$ cat src/rtl/mips_ctrl_pkg.sv
// rtl/mips_ctrl_pkg.sv - shared state, cause and vector definitions for the pipeline sequencer
package mips_ctrl_pkg;

  // Sequencer states; encoding is fixed so the state is easy to recognise on a waveform
  typedef enum logic [1:0] {
    RUN          = 2'd0,
    MEM_WAIT     = 2'd1,
    EXC_DRAIN    = 2'd2,
    EXC_REDIRECT = 2'd3
  } ctrl_state_t;

  localparam logic [1:0]  CAUSE_NONE  = 2'd0;
  localparam logic [1:0]  CAUSE_ID    = 2'd1;
  localparam logic [1:0]  CAUSE_MEMTO = 2'd2;

  localparam logic [31:0] EXC_VECTOR_DEFAULT = 32'h8000_0180;

  // Width of the shared wait/drain counter; comfortably covers both the timeout and drain lengths
  localparam int          CTRL_CNT_W = 16;

endpackage

$ cat src/rtl/ctrl_sat_counter.sv
// rtl/ctrl_sat_counter.sv - saturating up-counter with enable and synchronous clear
module ctrl_sat_counter #(
  parameter int W = 16
) (
  input  logic         clk,
  input  logic         i_clr,
  input  logic         i_en,
  output logic [W-1:0] o_count
);

  logic [W-1:0] r_count;

  // Clear has priority; counting stops at all-ones instead of wrapping
  always_ff @(posedge clk) begin
    if (i_clr) begin
      r_count <= '0;
    end else if (i_en && (r_count != {W{1'b1}})) begin
      r_count <= r_count + 1'b1;
    end
  end

  assign o_count = r_count;

endmodule

$ cat src/rtl/hazard_pipeline_ctrl.sv
// rtl/hazard_pipeline_ctrl.sv - load-use, branch-flush, memory-freeze and exception sequencer
module hazard_pipeline_ctrl
  import mips_ctrl_pkg::*;
#(
  parameter int          EXC_DRAIN_CYCLES = 2,
  parameter int          MEM_TIMEOUT      = 16,
  parameter logic [31:0] EXC_VECTOR       = EXC_VECTOR_DEFAULT
) (
  input  logic        clk,
  input  logic        rst,
  input  logic        ID_EX_MemRead,
  input  logic [4:0]  ID_EX_RegisterRt,
  input  logic [4:0]  IF_ID_RegisterRs,
  input  logic [4:0]  IF_ID_RegisterRt,
  input  logic        ID_UsesRt,
  input  logic        BranchTaken,
  input  logic        Exception,
  input  logic        MemBusy,
  input  logic        MemReady,
  output logic        PCWrite,
  output logic        IF_ID_Write,
  output logic        IF_ID_Flush,
  output logic        ID_EX_Bubble,
  output logic        PipeFreeze,
  output logic        ExcRedirect,
  output logic [31:0] ExcPC,
  output logic [1:0]  ExcCause,
  output logic [15:0] StallCount
);

  localparam logic [CTRL_CNT_W-1:0] DRAIN_LOAD = CTRL_CNT_W'(EXC_DRAIN_CYCLES - 1);
  localparam logic [CTRL_CNT_W-1:0] TIMEOUT_LAST = CTRL_CNT_W'(MEM_TIMEOUT - 1);

  ctrl_state_t           r_state;
  ctrl_state_t           w_state_nxt;
  logic [CTRL_CNT_W-1:0] r_cnt;
  logic [CTRL_CNT_W-1:0] w_cnt_nxt;
  logic [1:0]            r_cause;
  logic [1:0]            w_cause_nxt;
  logic                  w_load_use;
  logic                  w_stall_en;

  // A load in EX whose destination feeds the ID instruction; $zero never creates a dependency
  assign w_load_use = ID_EX_MemRead && (ID_EX_RegisterRt != 5'd0) &&
                      ((ID_EX_RegisterRt == IF_ID_RegisterRs) ||
                       (ID_UsesRt && (ID_EX_RegisterRt == IF_ID_RegisterRt)));

  // State, wait/drain counter and latched exception cause
  always_ff @(posedge clk) begin
    if (rst) begin
      r_state <= RUN;
      r_cnt   <= '0;
      r_cause <= CAUSE_NONE;
    end else begin
      r_state <= w_state_nxt;
      r_cnt   <= w_cnt_nxt;
      r_cause <= w_cause_nxt;
    end
  end

  // Next state and pipeline control outputs from the current state and hazard inputs
  always_comb begin
    w_state_nxt  = r_state;
    w_cnt_nxt    = r_cnt;
    w_cause_nxt  = r_cause;
    PCWrite      = 1'b1;
    IF_ID_Write  = 1'b1;
    IF_ID_Flush  = 1'b0;
    ID_EX_Bubble = 1'b0;
    PipeFreeze   = 1'b0;
    ExcRedirect  = 1'b0;

    if (rst) begin
      // Hold the front end and inject bubbles until reset is released
      PCWrite      = 1'b0;
      IF_ID_Write  = 1'b0;
      IF_ID_Flush  = 1'b1;
      ID_EX_Bubble = 1'b1;
      w_state_nxt  = RUN;
    end else begin
      unique case (r_state)
        RUN: begin
          if (Exception) begin
            IF_ID_Flush  = 1'b1;
            ID_EX_Bubble = 1'b1;
            PCWrite      = 1'b0;
            w_state_nxt  = EXC_DRAIN;
            w_cnt_nxt    = DRAIN_LOAD;
            w_cause_nxt  = CAUSE_ID;
          end else if (MemBusy && !MemReady) begin
            // Same-cycle ready is a zero-wait access and does not freeze
            PipeFreeze  = 1'b1;
            PCWrite     = 1'b0;
            IF_ID_Write = 1'b0;
            w_state_nxt = MEM_WAIT;
            w_cnt_nxt   = '0;
          end else if (w_load_use) begin
            PCWrite      = 1'b0;
            IF_ID_Write  = 1'b0;
            ID_EX_Bubble = 1'b1;
          end else if (BranchTaken) begin
            IF_ID_Flush = 1'b1;
          end
        end

        MEM_WAIT: begin
          // ID-stage events are ignored; the frozen instruction re-presents them in RUN
          PipeFreeze  = 1'b1;
          PCWrite     = 1'b0;
          IF_ID_Write = 1'b0;
          w_cnt_nxt   = r_cnt + 1'b1;
          if (MemReady) begin
            w_state_nxt = RUN;
          end else if (r_cnt == TIMEOUT_LAST) begin
            w_state_nxt = EXC_DRAIN;
            w_cause_nxt = CAUSE_MEMTO;
            w_cnt_nxt   = DRAIN_LOAD;
          end
        end

        EXC_DRAIN: begin
          // Older instructions retire while nothing new enters the pipe
          PCWrite      = 1'b0;
          IF_ID_Flush  = 1'b1;
          ID_EX_Bubble = 1'b1;
          if (r_cnt == '0) begin
            w_state_nxt = EXC_REDIRECT;
          end else begin
            w_cnt_nxt = r_cnt - 1'b1;
          end
        end

        EXC_REDIRECT: begin
          ExcRedirect  = 1'b1;
          IF_ID_Flush  = 1'b1;
          ID_EX_Bubble = 1'b1;
          w_state_nxt  = RUN;
        end

        default: begin
          w_state_nxt = RUN;
        end
      endcase
    end
  end

  // Stall cycles are counted only outside reset
  assign w_stall_en = !rst && !PCWrite;

  ctrl_sat_counter #(
    .W(16)
  ) u_stall_cnt (
    .clk     (clk),
    .i_clr   (rst),
    .i_en    (w_stall_en),
    .o_count (StallCount)
  );

  assign ExcPC    = EXC_VECTOR;
  assign ExcCause = r_cause;

endmodule

$ cat config.mk
export PLATFORM = sky130hd
export DESIGN_NAME = hazard_pipeline_ctrl
export DESIGN_NICKNAME = d
export VERILOG_FILES = /design/src/rtl/mips_ctrl_pkg.sv /design/src/rtl/ctrl_sat_counter.sv /design/src/rtl/hazard_pipeline_ctrl.sv
export SDC_FILE = /design/constraint.sdc
export NUM_CORES = 1
export LEC_CHECK = 0
export ABC_AREA = 0
export CORE_ASPECT_RATIO = 1.25
export CORE_MARGIN = 8
export CORE_UTILIZATION = 43
export CTS_BUF_LIST = sky130_fd_sc_hd__clkbuf_8
export CTS_CLUSTER_SIZE = 24
export DETAILED_ROUTE_END_ITERATION = 16
export PLACE_DENSITY = 0.73
export RECOVER_POWER = 25
export SLEW_MARGIN = 25
export SYNTH_ARGS = -nofsm -noshare
export SYNTH_HDL_FRONTEND = slang
export SYNTH_SLANG_ARGS = --single-unit
$ cat constraint.sdc
create_clock -name clk -period 2.95 [get_ports clk]
set_input_delay 0.295 -clock clk [delete_from_list [all_inputs] [get_ports clk]]
set_output_delay 0.295 -clock clk [all_outputs]
set_load 0.01 [all_outputs]
After elaboration in Yosys (flattened, before gate mapping)
Cells that the tools add are included.

operators by class
  muxes and demuxes = 40
  eq/ne operators = 14
  reduce and logical (&&, ||, !) cells = 20
  $add $sub $neg = 3

operator list
  operator               number
  $mux 16                5
  $pmux 16 s3            1
  $add 16x1->16 const B  2
  $mux 1                 20
  $eq 16x4->1 const B    1
  $logic_not 16->1       1
  $ne 16x16->1 const B   1
  $sub 16x1->16 const B  1
  $mux 2                 7
  $eq 5x5->1             2
  $ne 2x2->1 const B     5
  $pmux 1 s2             5
  $pmux 2 s4             1
  $logic_and 1x1->1      6
  $ne 3x3->1 const B     2
  $reduce_and 3->1       2
  $reduce_bool 5->1      1
  $eq 2x2->1 const B     2
  $pmux 2 s2             1
  $reduce_and 4->1       1
  $reduce_or 2->1        2
  $logic_not 1->1        3
  $reduce_bool 3->1      1
  $eq 2x1->1 const B     1
  other kinds (3)        3

storage, ports and cells
  logic and storage cells = 81
  input port bits = 23
  register bits = 36
  output and inout bits = 56

Longest topological paths before layout
Gate-level depths: netlist (run 1).

  depth in word-level cells = 12
  mapped depth = 10
  mapped depth without buffers = 8

Cells and area by module
Synthesis (run 1) repeated with hierarchy kept, for this count alone.

unflattened totals
  cell total of the unflattened synthesis = 402
  area total of the unflattened synthesis = 3041.7 um^2

modules (own cells, without submodules)
  module                cells each  area each (um^2)  sequential area each (um^2)  instances
  hazard_pipeline_ctrl  303         2193.4            400.4                        1
  ctrl_sat_counter      99          848.3             320.3                        1

Worst setup path after synthesis (run 1)
OpenSTA, ideal clock, no wires.

  kind = register to register
  start point = register r_state[0]
  end point = register u_stall_cnt.r_count[14] (netlist: u_stall_cnt.o_count[14])
  clock period less this slack = 2103 ps
  path buffers = 1
  setup time = 71 ps
  stages on the path, launching flop included = 10
  setup slack = 847 ps
  arrival = 2033 ps
  cells stage by stage = dfxtp_1 > inv_1 > ha_1 > buf_2 > nor2_1 > nor2_1 > nand2_1 > or4_1 > or3_1 > a21oi_1

between the ends
  cells in the longest elaborated chain, start to end = 7
  elaborated cells between the ends (all ways) = 9
  those cells by class = eq/ne (2); mux (2); reduce/logical (5)

ends and longest elaborated chain
  element                                   RTL line                     source
  start, declared                           hazard_pipeline_ctrl.sv:34   ctrl_state_t r_state;
  start signal, assigned                    hazard_pipeline_ctrl.sv:55   r_state <= w_state_nxt;
  $eq 2x2->1 or $eq 2x1->1 (tied branches)  hazard_pipeline_ctrl.sv:81   unique case (r_state)
  $reduce_or 2->1 (no source line)          -
  $pmux 1 s2 (*)                            hazard_pipeline_ctrl.sv:81
  $mux 1 (*)                                hazard_pipeline_ctrl.sv:73   if (rst) begin
  $logic_not 1->1 (*)                       hazard_pipeline_ctrl.sv:148  assign w_stall_en = !rst && !PCWrite;
  $logic_and 1x1->1 (*)                     hazard_pipeline_ctrl.sv:148
  $logic_and 1x1->1 (*)                     ctrl_sat_counter.sv:17       end else if (i_en && (r_count != {W{1'b1}})) begin
  end signal, assigned                      ctrl_sat_counter.sv:18       r_count <= r_count + 1'b1;
  end, declared                             ctrl_sat_counter.sv:11       logic [W-1:0] r_count;

Every way passes the cells marked *; elsewhere a longest branch is shown, timed or not.
A chain may end at the register's enable or synchronous reset.

Worst setup path in the final report (run 1)
  start point = input ID_EX_RegisterRt[2]
  end point = output ID_EX_Bubble

between the ends
  cells in the longest elaborated chain, start to end = 9
  elaborated cells between the ends (all ways) = 12
  those cells by class = eq/ne (2); mux (5); reduce/logical (5)

ends and longest elaborated chain
  element                RTL line                    source
  start, declared        hazard_pipeline_ctrl.sv:12  input logic [4:0] ID_EX_RegisterRt,
  $eq 5x5->1             hazard_pipeline_ctrl.sv:46  (ID_UsesRt && (ID_EX_RegisterRt == IF_ID_RegisterRt)));
  $logic_and 1x1->1      hazard_pipeline_ctrl.sv:46
  $logic_or 1x1->1       hazard_pipeline_ctrl.sv:45  ((ID_EX_RegisterRt == IF_ID_RegisterRs) ||
  $logic_and 1x1->1 (*)  hazard_pipeline_ctrl.sv:44  assign w_load_use = ID_EX_MemRead && (ID_EX_RegisterRt != 5'd0) &&
  $mux 1 (*)             hazard_pipeline_ctrl.sv:97  end else if (w_load_use) begin
  $mux 1 (*)             hazard_pipeline_ctrl.sv:90  end else if (MemBusy && !MemReady) begin
  $mux 1 (*)             hazard_pipeline_ctrl.sv:83  if (Exception) begin
  $pmux 1 s2 (*)         hazard_pipeline_ctrl.sv:81
  $mux 1 (*)             hazard_pipeline_ctrl.sv:73
  end, declared          hazard_pipeline_ctrl.sv:23  output logic ID_EX_Bubble,

Marks and branches as above.

==> results_dict.tcl, run 1 <==
set metrics [dict create \
    hp-class "reg -> reg" \
    dp_cells 528 \
    clock_latency_ns 0.30 \
    htree_num_levels 2 \
    path_delay_family "buffers and inverters" \
    grtUsageTotal_pct 17.6 \
    place_hpwl_um 6800 \
    max_slew_margin_pct 57.2 \
    ys_seq_elements 36 \
    ir_drop_v 0.000405 \
    rows 34 \
    clk_path_buf_depth 2 \
    synthTopCellsByCount "dfxtp_1 (36), buf_4 (34), nand2_1 (28)" \
    syn2layout_area_growth_pct 20.3 \
    seq_power_share_pct 24.7 \
    synth-xor-area-share_pct 4.06 \
    drc 0 \
    switching_share_pct 45.6 \
    dpl_cell_area_um2 3510 \
    synth-compound-area-share_pct 23.0 \
    fp.coreArea_um2 6890 \
    fin_worst_skew_ns 0.0103 \
    antenna_found_initial 0 \
    clock-sinks 36 \
    fin_nets 476 \
    path_clk_slew_ns 0.09 \
    critical_path_arrival_ns 2.55 \
    finalCritPeriodShare_pct 96.4 \
    cts_buffers 5 \
    cts_tree "done" \
    hold_violations 0 \
    final_antenna_net_count 0 \
    synthMuxAreaShare_pct 2.81 \
    rsz0062_at_grt "no" \
    ys_types 58 \
    synth_area_leaders "dfxtp_1 (24%), buf_4 (8.4%), o21ai_0 (4.1%)" \
    async_flop_share_pct 0 \
    io_pins 79 \
    syn_area_um2 3020 \
    synth_top_area_cell "dfxtp_1" \
    cts_setup_buffers 0 \
    synth_top_area_share_pct 23.8 \
    worst-path-max-fanout 4 \
    dr_total_vias 3152 \
    initial_core_util_pct 43.9 \
    ys_seq_area_share_pct 23.8 \
    diodes 0 \
    grt_pass1_vias 3034 \
    grt_max_degree 25 \
    status "finished, final reports clean" \
    die_w_um 91.0 \
    cts_root_buf "clkbuf_8" \
    worst_setup_path_start_kind "input pin" \
    fill_cells 693 \
    synth_ff_type "dfxtp_1" \
    firstDrtPassIters 4 \
    grt_pass1_wl_um 14700 \
    synth_warnings 0 \
    cp.required_ns 2.65 \
    crit_path_end_kind "output pin" \
    fmax_mhz 352 \
    gp_congestion 0.922 \
    vias_per_cell 5.88 \
    fin_cells 536 \
    fp.dieH_um 110 \
    totalWireLength_um 8950 \
    setup_ws_ns 0.107 \
    yosys.area_share.simple_pct 29.3 \
    slew_violations 0 \
    worstPathCellList "clkdlybuf4s50_1 > xnor2_1 > nand4_1 > nor3_2 > o21ai_2 > o21a_1 > a211oi_1 > clkdlybuf4s50_1" \
    drive_above_1_share_pct 11.0 \
    postSynthAreaPerCell_um2 7.60 \
    p_per_area_nw_per_um2 717 \
    slowest_stage "clkdlybuf4s50_1" \
    synth_top_family_by_area "simple AND/OR/NAND/NOR gates" \
    synthAdderAreaFrac_pct 3.31 \
    clkPwrFrac_pct 17.4 \
    crit_buf_inv 2 \
    max_stage_delay_ns 0.60 \
    routedWlPerCell_um 16.7 \
    preCtsSetupSlack_ns -0.0593 \
    critical_path_class "in -> out" \
    period_needed_ns 2.84 \
    portBuffers 46 \
    grt-ovfl-total 0 \
    internal_power_w 0.00142 \
    path_common_cell "clkdlybuf4s50_1" \
    synth_most_common_cell "dfxtp_1" \
    setup_violations 0 \
    worstMarginPinSlew_ns 0.636 \
    p_leak_nw 1.36 \
    die_area_um2 9990 \
    switchingPower_w 0.00119 \
    power_frac_comb_pct 57.9 \
    hold_buffers 0 \
    cap_violations 0 \
    fin_area_um2 3640 \
    syn-instance-count 398 \
    synth_edf_count 0 \
    drtIter0Drc 191 \
]
## layout make-up
cell class	instances	area, um^2	share of cell area (%)
inverter	15	56.3	1.55
sequential	36	721	19.8
timing repair buffer	66	609	16.8
tap	90	113	3.10
clock inverter	3	42.5	1.17
clock buffer	5	68.8	1.89
multi-input combinational	321	2030	55.7
## worst paths after layout
path | startpoint | cells past startpoint | endpoint | slack [ns]
worst min register to register | u_stall_cnt.o_count[14]$_SDFFE_PP0P_ | 2 | u_stall_cnt.o_count[14]$_SDFFE_PP0P_ | 0.51
worst min-delay path | u_stall_cnt.o_count[14]$_SDFFE_PP0P_ | 2 | u_stall_cnt.o_count[14]$_SDFFE_PP0P_ | 0.51
worst max register to register | r_state[0]$_SDFFE_PP0P_ | 9 | u_stall_cnt.o_count[14]$_SDFFE_PP0P_ | 0.46
worst max-delay path | ID_EX_RegisterRt[2] | 8 | ID_EX_Bubble | 0.11
## metrics by stage
step	setup TNS [ns]	total power (W)	hold WS, ns	util [%]
after floorplan	0	0.00170	0.465	-
after global placement	0	0.00212	0.484	51.0
after detailed placement	-0.104	0.00214	0.495	51.0
after CTS	0	0.00260	0.509	52.6
after global routing	0	0.00278	0.522	52.8
final	0	0.00261	0.507	52.8
## tightest hold or removal path, stage by stage (launching register included)
cell and delay, ns:
dfxtp_1 0.34, o21ai_0 0.07, a21oi_1 0.06
## cells by family (layout without fill, tap and decap cells)
| logic type | Yosys count | after routing |
|---|---|---|
| simple gates | 154 | 154 |
| compound gates | 105 | 105 |
| fa+ha+maj | 8 | 8 |
| mux | 8 | 8 |
| xor+xnor | 14 | 14 |
| other cells | 2 | 32 |
| flops | 36 | 36 |
| buf+inv | 71 | 89 |
## cells in the final DEF, fill, tap and decap left out, types with 3 or more instances in the layout
cell type         n
mux2_2            4
or3_1             3
clkdlybuf4s50_1  30
inv_1            15
dfxtp_1          36
a31oi_1           8
nor3b_1           4
or2_2             4
nor2_1           20
o211ai_1          6
dlygate4sd3_1    15
clkbuf_8          5
or4_1             9
nor3_2            3
nand3_1          17
a21oi_1          20
o21ai_0          24
and3_1            6
nand2_1          28
o2bb2ai_1         5
xnor2_1          10
a32oi_1           5
o21a_1            3
nor2b_1           7
a211oi_1          3
nor4_1            9
nand2b_1          3
conb_1           32
buf_4            20
xor2_1            4
o311ai_0          3
nand4_1          12
mux2i_1           4
ha_1              8
o31ai_1          11
nor3_1           15
## what timing repair did
action / in CTS / in global routing
gates cloned: 0 / 0
setup endpoints to repair: 2 / 2
resized for setup: 2 / 3
## flip-flops by register name, summed over array words and instances (netlist names)
name / flops
r_cnt: 16
u_stall_cnt.o_count: 16
ExcCause: 2
r_state: 2
## routing by layer
metal | global-route usage [%] | part of all wire, %
met1 | 19.0 | 40
met2 | 31.8 | 51
met3 | 3.96 | 6.0
met4 | 8.91 | 2.3
met5 | 0 | 0
## power by group through the flow
stage	logic, W	clock network (W)	registers (W)
6_report	0.00151	0.000454	0.000645
3_3_place_gp	0.00147	0	0.000650
2_1_floorplan	0.00108	0	0.000621
3_5_place_dp	0.00149	0	0.000652
4_1_cts	0.00150	0.000463	0.000642
5_1_grt	0.00164	0.000490	0.000654
Note: power is estimated with default switching activity, not from simulation.
==> run 2: changes to the inputs <==
CORE_UTILIZATION = 50   (was 43)
CTS_BUF_LIST = not set   (was sky130_fd_sc_hd__clkbuf_8)
PLACE_DENSITY = 0.83   (was 0.73)
==> results_dict.tcl, run 2 (synthesis gave the netlist of run 1 again) <==
set metrics [dict create \
    htree_num_levels 2 \
    utilization_pct 61.0 \
    setup_violations 0 \
    grt-ovfl-total 0 \
    io_pins 79 \
    final_common_cell "dfxtp_1" \
    initial_core_util_pct 52.0 \
    min_from "u_stall_cnt.o_count[15]$_SDFFE_PP0P_" \
    cp.required_ns 2.65 \
    hp-class "reg -> reg" \
    routedWlPerCell_um 17.4 \
    firstDrtPassIters 5 \
    fp.coreArea_um2 5820 \
    portBuffers 46 \
    worst-path-max-fanout 4 \
    place_hpwl_um 6750 \
    hold_buffers 0 \
    hold_violations 0 \
    fin_area_um2 3550 \
    cts_tree "done" \
    finalCritPeriodShare_pct 96.8 \
    grtUsageTotal_pct 20.1 \
    drtIter0Drc 205 \
    worstMarginPinSlew_ns 0.688 \
    seq_area_um2 721 \
    final_antenna_net_count 0 \
    clock_latency_ns 0.30 \
    cts_root_buf "clkbuf_8" \
    die_w_um 85.5 \
    cts_buffers 5 \
    die_area_um2 8810 \
    fin_tns_setup_ns 0 \
    fp.dieH_um 103 \
    slowest_stage "clkdlybuf4s50_1" \
    status "finished, final reports clean" \
    timing.rr.start "r_state[0]$_SDFFE_PP0P_" \
    final_cell_mix "dfxtp_1 (36), conb_1 (32), clkdlybuf4s50_1 (30)" \
    cap_violations 0 \
    p_per_area_nw_per_um2 705 \
    totalWireLength_um 8850 \
    p_leak_nw 1.33 \
    worst_setup_path_start_kind "input pin" \
    path_clk_slew_ns 0.08 \
    fill_cells 513 \
    critical_path_class "in -> out" \
    fmax_mhz 350 \
    clock-sinks 36 \
    drive_above_1_share_pct 9.95 \
    grt_pass1_vias 3076 \
    max_slew_margin_pct 53.7 \
    fin_worst_skew_ns 0.00426 \
    max_stage_delay_ns 0.61 \
    fin_hold_ws_ns 0.491 \
    dpl_cell_area_um2 3450 \
    rows 31 \
    vias_per_cell 6.19 \
    crit_path_end_kind "output pin" \
    multi_input_area_um2 2020 \
    antenna_found_initial 0 \
    critical_path_arrival_ns 2.56 \
    syn2layout_area_growth_pct 17.4 \
    period_needed_ns 2.86 \
    diodes 0 \
    ir_drop_v 0.000448 \
    drc 0 \
    dr_total_vias 3145 \
    gp_congestion 0.926 \
    fin_nets 472 \
    clk_path_buf_depth 2 \
    grt_max_degree 26 \
    path_common_cell "clkdlybuf4s50_1" \
    slew_violations 0 \
    cp-startpoint "ID_EX_RegisterRt[2]" \
    worstPathCellList "clkdlybuf4s50_1 > xnor2_1 > nand4_1 > nor3_1 > o21ai_2 > o21a_1 > a211oi_1 > clkdlybuf4s50_1" \
    grt_pass1_wl_um 14700 \
]
==> run 2: changes by cell type in the layout (fill, tap and decap cells not counted) <==
cell        delta
clkinv_4       +1
clkinv_2       +1
bufinv_16      -1
clkinvlp_4     -1
nor3_1         +1
buf_4          -4
nor3_2         -1
==> run 2: through the flow <==
stage | power [W] | std cells | setup WS, ns
finish | 0.00250 | 508 | 0.0936
global route | 0.00268 | 508 | -0.00889
CTS | 0.00247 | 508 | 0.0379
detailed placement | 0.00211 | 500 | -0.0360
global placement | 0.00208 | 500 | 0.0196
floorplan | 0.00170 | 428 | 0.847
==> run 2: power breakdown <==
group	leakage, nW	total, W	internal, W	switching (W)
Clock	0.0479	0.000363	0.000165	0.000198
Sequential	0.292	0.000648	0.000546	0.000101
Combinational	0.994	0.00149	0.000605	0.000885
==> run 2: what timing repair did <==
action | in CTS | in global routing
gates cloned | 0 | 0
setup buffers | 0 | 0
setup endpoints to repair | 1 | 2
resized for setup | 1 | 3
pin swaps | 0 | 0
==> run 2: cell type report <==
class                      instances  share of cell area (%)
clock buffer                       5                    1.94
clock inverter                     3                   0.529
inverter                          15                    1.59
multi-input combinational        321                    57.0
sequential                        36                    20.3
tap                               66                    2.33
timing repair buffer              62                    16.3
==> run 2: critical path: cells and delay by family <==
family | cells | cell delay [ns]
buf+inv | 2 | 1.14
compound gates | 3 | 0.57
simple gates | 2 | 0.41
xor+xnor | 1 | 0.14
==> run 2: per-layer routing <==
metal	up-vias	GRT usage, %	routed length (um)
met3	24	3.99	625
met4	0	9.32	210
met1	1461	22.4	3520
li1	1507	-	-
met5	-	0	0
met2	153	36.0	4500
==> run 2: final timing paths <==
kind | to | slack [ns] | cells after the start
worst max-delay path | ID_EX_Bubble | 0.09 | 8
worst min register to register | u_stall_cnt.o_count[15]$_SDFFE_PP0P_ | 0.49 | 1
worst max register to register | u_stall_cnt.o_count[1]$_SDFFE_PP0P_ | 0.51 | 8
worst min-delay path | u_stall_cnt.o_count[15]$_SDFFE_PP0P_ | 0.49 | 1
==> run 3: changes to the inputs <==
ABC_AREA = 1   (was 0)
PLACE_DENSITY = 0.81   (was 0.83)
REMOVE_ABC_BUFFERS = 1   (was not set)
==> results_dict.tcl, run 3 <==
set metrics [dict create \
    setup_violations 0 \
    synth_warnings 0 \
    synth_top_area_share_pct 21.9 \
    place_hpwl_um 6580 \
    hold_buffers 0 \
    synth_edf_count 0 \
    finalCritPeriodShare_pct 87.0 \
    grtUsageTotal_pct 18.2 \
    cts_root_buf "clkbuf_8" \
    grt_max_degree 22 \
    final_cell_mix "nand2_1 (144), inv_1 (47), nor2_1 (43), nand3_1 (43), dfxtp_1 (36)" \
    slew_violations 0 \
    cp.required_ns 2.65 \
    path_delay_family "buffers and inverters" \
    synth_ff_type "dfxtp_1" \
    fin_hold_ws_ns 0.461 \
    io_pins 79 \
    diodes 0 \
    dr_total_vias 3454 \
    final_antenna_net_count 0 \
    synthTopCellsByCount "nand2_1 (144), inv_1 (47), nand3_1 (43), nor2_1 (43), dfxtp_1 (36)" \
    gp_congestion 1.00 \
    clock-sinks 36 \
    postSynthAreaPerCell_um2 6.28 \
    switchingPower_w 0.00130 \
    p_per_area_nw_per_um2 682 \
    cap_violations 0 \
    fin_tns_setup_ns 0 \
    regToRegSetupSlack_ns 0.82 \
    fmax_mhz 390 \
    synth_most_common_cell "nand2_1" \
    initial_core_util_pct 50.9 \
    rsz0062_at_grt "no" \
    clk_path_buf_depth 2 \
    antenna_found_initial 0 \
    die_w_um 88.6 \
    grt_use_met1_pct 19.7 \
    ys_seq_elements 36 \
    grt_pass1_wl_um 14200 \
    switching_share_pct 50.6 \
    portBuffers 46 \
    seq_power_share_pct 25.4 \
    synth_area_leaders "dfxtp_1 (22%), nand2_1 (16%), buf_4 (8.0%)" \
    htree_num_levels 2 \
    syn-instance-count 525 \
    worstPathCellList "inv_1 > ha_1 > inv_2 > nor2_1 > nand3_2 > a21oi_1 > clkdlybuf4s50_1" \
    totalWireLength_um 8660 \
    die_area_um2 9470 \
    cts_resized 0 \
    routedWlPerCell_um 13.3 \
    hold_violations 0 \
    fp.coreArea_um2 6480 \
    max_stage_delay_ns 0.56 \
    period_needed_ns 2.57 \
    worstMarginPinSlew_ns 0.580 \
    cts_setup_buffers 0 \
    critical_path_class "reg -> out" \
    drtIter0Drc 217 \
    worst-path-max-fanout 6 \
    rows 33 \
    ir_drop_v 0.000437 \
    hp-class "reg -> reg" \
    clock_latency_ns 0.30 \
    drive_above_1_share_pct 8.13 \
    crit_path_end_kind "output pin" \
    max_slew_margin_pct 61.4 \
    synth_top_area_cell "dfxtp_1" \
    cts_buffers 5 \
    drc 0 \
    grt.busiest_layer "met2" \
    vias_per_cell 5.29 \
    fp.dieH_um 107 \
    grt-ovfl-total 0 \
    power_frac_comb_pct 59.7 \
    ys_seq_area_share_pct 21.9 \
    slowest_stage "clkdlybuf4s50_1" \
    crit_buf_inv 3 \
    fin_worst_skew_ns 0.00684 \
    syn_area_um2 3300 \
    cts_tree "done" \
    met2_usage_pct 33.0 \
    critical_path_arrival_ns 2.27 \
    ys_types 43 \
    syn2layout_area_growth_pct 14.5 \
    firstDrtPassIters 5 \
    clkPwrFrac_pct 14.9 \
    internal_power_w 0.00127 \
    async_flop_share_pct 0 \
    p_leak_nw 1.59 \
    status "finished, final reports clean" \
    met3_usage_pct 3.29 \
    path_clk_slew_ns 0.07 \
    fin_nets 596 \
    final_common_cell "nand2_1" \
    worst_setup_path_start_kind "flip-flop" \
    grt_pass1_vias 3272 \
]
## run 3: cell types whose count changed in the layout (fill, tap and decap cells not counted), moves of 8 or more
cell     change
a21oi_1     +15
buf_4       -10
inv_1       +32
nand2_1    +116
nand3_1     +26
nand4_1     +11
nor2_1      +23
nor3_1       -9
nor4_1       -8
o31ai_1      -9
or4_1        -9
xor2_1       +8
## run 3: metal layers
layer  vias up  wire, um  share of wire (%)
met2       121      4440                 51
met1      1585      3550                 41
li1       1738         -                  -
met4         0       128                1.5
met3        10       546                6.3
met5         -         0                  0
## run 3: cell families after synthesis
| family | count (synthesis) | share of synthesized area, % |
|---|---|---|
| adder cells (fa/ha/maj) | 8 | 3.04 |
| other | 2 | 0.228 |
| flip-flops | 36 | 21.9 |
| AND/OR/NAND/NOR | 283 | 40.2 |
| XOR/XNOR | 21 | 5.58 |
| buffers and inverters | 101 | 16.4 |
| AO/OA/AOI/OAI | 74 | 12.7 |
## run 3: path summary, 6_finish.rpt
check                            from                        to  cells past startpoint
max           r_state[0]$_SDFFE_PP0P_                   PCWrite                      7
min          ExcCause[0]$_SDFFE_PP0P_  ExcCause[0]$_SDFFE_PP0P_                      2
max reg2reg   r_state[0]$_SDFFE_PP0P_     r_cnt[7]$_SDFFE_PP0P_                      8
min reg2reg  ExcCause[0]$_SDFFE_PP0P_  ExcCause[0]$_SDFFE_PP0P_                      2
## run 3: worst min-delay path: cells and delay by family (launching register included)
kind | cells | cell delay, ns
flops | 1 | 0.31
simple gates | 1 | 0.06
compound gates | 1 | 0.05
## run 3: layout make-up
type | count | area (um^2)
fillers | 641 | 2710
multi-input cells | 418 | 2150
flip-flops and latches | 36 | 721
repair buffers | 52 | 505
inverters | 52 | 198
well taps | 87 | 109
clock buffers | 7 | 86.3
clock inverters | 1 | 7.51
## run 3: power groups by stage
stage | clock (W) | combinational (W) | sequential [W]
finish | 0.000383 | 0.00154 | 0.000655
global route | 0.000416 | 0.00169 | 0.000669
CTS | 0.000387 | 0.00152 | 0.000653
floorplan | 0 | 0.00107 | 0.000652
detailed placement | 0 | 0.00151 | 0.000664
global placement | 0 | 0.00147 | 0.000661
## run 3: stage by stage
step | instance area, um^2 | setup slack (ns) | std cells | util (%) | total power, W
after floorplan | 3070 | 1.15 | 506 | - | 0.00172
after global routing | 3770 | 0.195 | 653 | 58.2 | 0.00278
after CTS | 3770 | 0.378 | 653 | 58.2 | 0.00256
after detailed placement | 3680 | 0.385 | 645 | 56.8 | 0.00217
after global placement | 3680 | 0.421 | 645 | 56.8 | 0.00213
final | 3770 | 0.384 | 653 | 58.2 | 0.00257
